**src/rtl/pipe_ctrl_pkg.sv**
```systemverilog
// Shared types and constants for the pipeline stall/flush controller.
package pipe_ctrl_pkg;

    typedef enum logic {
        RUN  = 1'b0,
        WAIT = 1'b1
    } mem_state_e;

    typedef enum logic [1:0] {
        NONE    = 2'd0,
        MEM     = 2'd1,
        BRANCH  = 2'd2,
        LOADUSE = 2'd3
    } stall_cause_e;

    localparam logic [4:0] REG_ZERO = 5'd0;

endpackage

```
**src/rtl/pipeline_hazard_ctrl_mem_wait.sv**
```systemverilog
// RUN/WAIT handshake FSM for variable-latency data-memory accesses,
// with a wait counter that abandons the access after TIMEOUT-1 wait cycles.
module mem_wait_fsm
    import pipe_ctrl_pkg::*;
#(
    parameter int unsigned TIMEOUT = 64
) (
    input  logic clk,
    input  logic rst,
    input  logic acc_i,
    input  logic dmem_ready_i,
    output logic mstall_o,
    output logic dmem_req_o,
    output logic timeout_o
);

    localparam int unsigned CW = $clog2(TIMEOUT);
    localparam logic [CW-1:0] CNT_ONE  = CW'(1);
    localparam logic [CW-1:0] CNT_LAST = CW'(TIMEOUT - 1);

    mem_state_e    state_q, state_d;
    logic [CW-1:0] cnt_q, cnt_d;

    always_ff @(posedge clk) begin
        if (rst) begin
            state_q <= RUN;
            cnt_q   <= '0;
        end else begin
            state_q <= state_d;
            cnt_q   <= cnt_d;
        end
    end

    always_comb begin
        state_d    = state_q;
        cnt_d      = cnt_q;
        mstall_o   = 1'b0;
        dmem_req_o = 1'b0;
        timeout_o  = 1'b0;
        case (state_q)
            RUN: begin
                dmem_req_o = acc_i;
                if (acc_i && !dmem_ready_i) begin
                    mstall_o = 1'b1;
                    state_d  = WAIT;
                    cnt_d    = CNT_ONE;
                end
            end
            WAIT: begin
                dmem_req_o = 1'b1;
                if (dmem_ready_i) begin
                    state_d = RUN;
                end else if (cnt_q == CNT_LAST) begin
                    // Give up: release the pipeline and flag the error upstream.
                    timeout_o = 1'b1;
                    state_d   = RUN;
                end else begin
                    mstall_o = 1'b1;
                    cnt_d    = cnt_q + CNT_ONE;
                end
            end
            default: state_d = RUN;
        endcase
    end

endmodule

```
**src/rtl/pipeline_hazard_ctrl.sv**
```systemverilog
// Central stall/flush scheduler for the 5-stage pipeline: memory stall,
// taken-branch flush and load-use bubble, in that priority order.
module pipeline_hazard_ctrl
    import pipe_ctrl_pkg::*;
#(
    parameter int unsigned TIMEOUT = 64,
    parameter int unsigned CNT_W   = 16
) (
    input  logic             clk,
    input  logic             rst,
    input  logic [4:0]       id_rs,
    input  logic [4:0]       id_rt,
    input  logic             id_uses_rt,
    input  logic [4:0]       ex_rd,
    input  logic             ex_memread,
    input  logic             branch_taken,
    input  logic             mem_memread,
    input  logic             mem_memwrite,
    input  logic             dmem_ready,
    output logic             dmem_req,
    output logic             pc_en,
    output logic             ifid_en,
    output logic             ifid_flush,
    output logic             idex_en,
    output logic             idex_flush,
    output logic             exmem_en,
    output logic             memwb_flush,
    output logic [CNT_W-1:0] stall_cycles,
    output logic             mem_err
);

    localparam logic [CNT_W-1:0] CNT_ONE = CNT_W'(1);

    logic             mstall, fsm_req, timeout;
    logic             loaduse;
    stall_cause_e     cause;
    logic [CNT_W-1:0] stall_cycles_q, stall_cycles_d;
    logic             mem_err_q, mem_err_d;

    mem_wait_fsm #(
        .TIMEOUT (TIMEOUT)
    ) u_mem_wait (
        .clk          (clk),
        .rst          (rst),
        .acc_i        (mem_memread | mem_memwrite),
        .dmem_ready_i (dmem_ready),
        .mstall_o     (mstall),
        .dmem_req_o   (fsm_req),
        .timeout_o    (timeout)
    );

    assign loaduse = ex_memread && (ex_rd != REG_ZERO) &&
                     ((ex_rd == id_rs) || (id_uses_rt && (ex_rd == id_rt)));

    always_comb begin
        cause = NONE;
        if (mstall)
            cause = MEM;
        else if (branch_taken)
            cause = BRANCH;
        else if (loaduse)
            cause = LOADUSE;
    end

    always_comb begin
        pc_en       = 1'b1;
        ifid_en     = 1'b1;
        ifid_flush  = 1'b0;
        idex_en     = 1'b1;
        idex_flush  = 1'b0;
        exmem_en    = 1'b1;
        memwb_flush = 1'b0;
        dmem_req    = 1'b0;
        if (!rst) begin
            dmem_req = fsm_req;
            case (cause)
                MEM: begin
                    pc_en       = 1'b0;
                    ifid_en     = 1'b0;
                    idex_en     = 1'b0;
                    exmem_en    = 1'b0;
                    memwb_flush = 1'b1;
                end
                BRANCH: begin
                    ifid_flush = 1'b1;
                    idex_flush = 1'b1;
                end
                LOADUSE: begin
                    pc_en      = 1'b0;
                    ifid_en    = 1'b0;
                    idex_flush = 1'b1;
                end
                default: ;
            endcase
        end
    end

    always_comb begin
        stall_cycles_d = stall_cycles_q;
        if (!pc_en && (stall_cycles_q != '1))
            stall_cycles_d = stall_cycles_q + CNT_ONE;
        mem_err_d = mem_err_q | timeout;
    end

    always_ff @(posedge clk) begin
        if (rst) begin
            stall_cycles_q <= '0;
            mem_err_q      <= 1'b0;
        end else begin
            stall_cycles_q <= stall_cycles_d;
            mem_err_q      <= mem_err_d;
        end
    end

    assign stall_cycles = stall_cycles_q;
    assign mem_err      = mem_err_q;

endmodule

```
**config.mk**
```make
export PLATFORM = sky130hd
export DESIGN_NAME = pipeline_hazard_ctrl
export DESIGN_NICKNAME = d
export VERILOG_FILES = /design/src/rtl/pipe_ctrl_pkg.sv /design/src/rtl/pipeline_hazard_ctrl_mem_wait.sv /design/src/rtl/pipeline_hazard_ctrl.sv
export SDC_FILE = /design/constraint.sdc
export NUM_CORES = 1
export LEC_CHECK = 0
export ABC_AREA = 0
export BUFFER_PORTS_ARGS = -buffer_cell sky130_fd_sc_hd__clkbuf_2
export CORE_MARGIN = 2
export CORE_UTILIZATION = 25
export DETAILED_ROUTE_END_ITERATION = 10
export PLACE_DENSITY_LB_ADDON = 0.05
export SKIP_CTS_REPAIR_TIMING = 1
export SLEW_MARGIN = 20
export SYNTH_ARGS = -nofsm -noshare
export SYNTH_HDL_FRONTEND = slang
export SYNTH_HIERARCHICAL = 1
export SYNTH_SLANG_ARGS = --single-unit
```
**constraint.sdc**
```tcl
create_clock -name clk -period 3.9 [get_ports clk]
set_input_delay 0.78 -clock clk [delete_from_list [all_inputs] [get_ports clk]]
set_output_delay 0.78 -clock clk [all_outputs]
set_load 0.05 [all_outputs]
```
==> flow_summary_export.csv <==
group,metric,value,unit
power,totalPowerFinal,570,uW
worst_setup_path,cpPeakStageDelay,0.33,ns
timing,slew_headroom,0.498,
global_route,gr-usage-all-layers,0.122,
synthesis,synth_top_area_frac,0.316,
placement,post-place-ws,0.715,ns
synthesis,synth_top_family_by_area,"simple AND/OR/NAND/NOR gates",
clock_tree,cts_htree_levels,1,
timing,max_freq,0.318,GHz
routing,drc,0,
timing,setup-violations-final,0,
worst_setup_path,endpoint_kind,"primary output",
synthesis,synth-seq-cells,24,
placement,gp_congestion,0.707,
clock_tree,root_buffer,"clkbuf_8",
timing,rsz0062_at_grt,"no",
worst_setup_path,crit_required,3.12,ns
synthesis,syn-num-nets,210,
synthesis,netlist_top_cells_area,"dfxtp_1, a21oi_1, xor2_1",
outcome,status,"finished, final reports clean",
global_route,grt_max_degree,34,
worst_setup_path,r2r-start,"stall_cycles[3]",
synthesis,yosysTopAreaCell,"dfxtp_1",
synthesis,synth_edf_count,0,
power,p_leak,0.000728,uW
timing,min_period,3.15,ns
routing,wl,3950,um
run,cap_viol_max_count,0,
synthesis,synth-adder-area-share,0.0165,
timing,worstMarginPinSlew,0.743,ns
clock_tree,clockBufferDepth,2,
timing,hold_viol,0,
finish,finalNetCount,254,
worst_setup_path,crit_arrival,2.37,ns
synthesis,yosys_warnings,6,
routing,drtIter0Drc,47,
finish,diodes,0,
clock_tree,cts_made_buffers,3,
timing,tns,0,ns
synthesis,yosys.area_share.simple,0.322,
hold_path,min_from,"mem_err",
synthesis,syn-cell-area,0.00152,mm2
die,die_h,81.9,um
routing,via_per_inst,4.93,
worst_setup_path,crit_chain,"clkbuf_2 -> xor2_1 -> nor4_1 -> a32oi_1 -> o31a_1 -> or2_2 -> clkbuf_2",
synthesis,synthXorXnorAreaFrac,0.0577,
clock_tree,cts_tree,"built",
synthesis,synth_compound_area_frac,0.221,
timing,drv_slew,0,
power,irDropWorstVdd,0.116,mV
worst_setup_path,worstSetupPathType,"in2out",
die,dieArea,0.00671,mm2
routing,vias,1493,
synthesis,synth.most_common_cell,"dfxtp_1",
die,start_util,0.258,
synthesis,synthArstFlopShare,0,
synthesis,avgSynthCellArea,8.21,um2
worst_setup_path,crit_fanout,3,
finish,area_growth,23.8,%
die,die_x,81.9,um
synthesis,synth_common_cells,"dfxtp_1, a21oi_1, nor2_1",
die,pin_count,48,
placement,dp_hpwl,2850,um
timing,fin_ws,0.754,ns
timing,timing.final.crit_share,0.807,
global_route,grt_pass1_vias,1368,
worst_setup_path,cp_common_cell,"clkbuf_2",
routing,wl_per_cell,13.0,um
synthesis,seq_area_frac_synth,0.316,
global_route,grt_overflow,0,
worst_setup_path,cpMaxStageDelayCell,"o31a_1",
routing,dr.pass1.iters,4,
global_route,grt_pass1_wl,6430,um
clock_tree,clk_latency,0.27,ns
die,core_area,0.00589,mm2
synthesis,synth_mux_area_frac,0.0140,
clock_tree,clk_pin_slew,0.09,ns
routing,ant_nets,0,
die,num_rows,28,
global_route,antenna_found_initial,0,
timing,skew,0.00390,ns
synthesis,syn_inst,185,
worst_setup_path,start_kind,"input pin",
hold_path,hold_path.class,"reg2reg",
clock_tree,cts.sinks,24,
worst_setup_path,r2r_slack,1.49,ns
hold_path,hold_path_depth,2,
finish,final_layout_size_suffix_gt1_frac,0.298,
finish,fill_cells,647,
synthesis,ys.flop_type,"dfxtp_1",
synthesis,synth_cell_type_count,54,
placement,numPortBuffers,47,
hold_path,hold_end,"mem_err",
power,powerDensity,303,mW/mm2
worst_setup_path,r2r_cells,6,
worst_setup_path,worstReg2RegEnd,"stall_cycles[14]",
[where the power goes]
| group | internal (uW) | switching (uW) |
|---|---|---|
| Combinational | 31.3 | 59.6 |
| Sequential | 249 | 5.79 |
| Clock | 137 | 87.4 |
[sequential cells by signal (all words and copies together) (netlist names)]
register	count
u_mem_wait/cnt_q	6
u_mem_wait/state_q	1
mem_err	1
stall_cycles	16
[area by class of cell]
class                           instances  area (um2)  area share
Sequential cell                        24         480       0.255
Tap cell                               75        93.8      0.0499
Multi-Input combinational cell        143         958       0.510
Clock inverter                          1        30.0      0.0160
Inverter                                9        33.8      0.0180
Clock buffer                            3        41.3      0.0220
Timing Repair Buffer                   48         243       0.129
[layer usage]
layer | GRT usage | routed length (um)
met4 | 0.0450 | 50
met3 | 0.0187 | 215
met2 | 0.198 | 1700
met5 | 0 | 0
met1 | 0.162 | 1990
[worst max-delay path by stage]
| stage | startpoint | endpoint | slack, ns | cells after the start |
|---|---|---|---|---|
| final | ex_rd[3] | pc_en | 0.75 | 7 |
| after global routing | ex_rd[3] | pc_en | 0.62 | 7 |
| after CTS | ex_rd[3] | pc_en | 0.71 | 7 |
| after detailed placement | ex_rd[3] | pc_en | 0.72 | 7 |
| after global placement | ex_rd[3] | ifid_en | 0.71 | 7 |
| after floorplan | mem_memwrite | ifid_flush | 0.61 | 4 |
[metrics by stage]
step,util,cells,hold WS (ns),area (um2)
2_1_floorplan,-,185,0.455,1520
3_3_place_gp,0.307,299,0.466,1810
3_5_place_dp,0.307,299,0.458,1810
4_1_cts,0.320,303,0.482,1880
5_1_grt,0.320,303,0.521,1880
6_report,0.320,303,0.473,1880
[critical path, delay by kind of cell]
kind                   cells  cell delay [ns]
AND/OR/NAND/NOR            2             0.57
XOR/XNOR                   1             0.16
AO/OA/AOI/OAI              2             0.49
buffers and inverters      2             0.35
[cells in the final DEF, fill, tap and decap left out, types with 7 or more instances in the layout]
cell type / count
clkbuf_2: 47
dfxtp_1: 24
a21oi_1: 16
nor2_1: 11
xor2_1: 9
o21ai_0: 9
inv_1: 9
nand2_1: 9
or4_1: 7
or3_1: 7
[logic make-up after synthesis]
group,after synthesis
buf+inv,18
xor+xnor,10
mux,2
compound gates,48
fa+ha+maj,2
flops,24
simple gates,81
No activity file was read; power rests on OpenSTA's default activity.
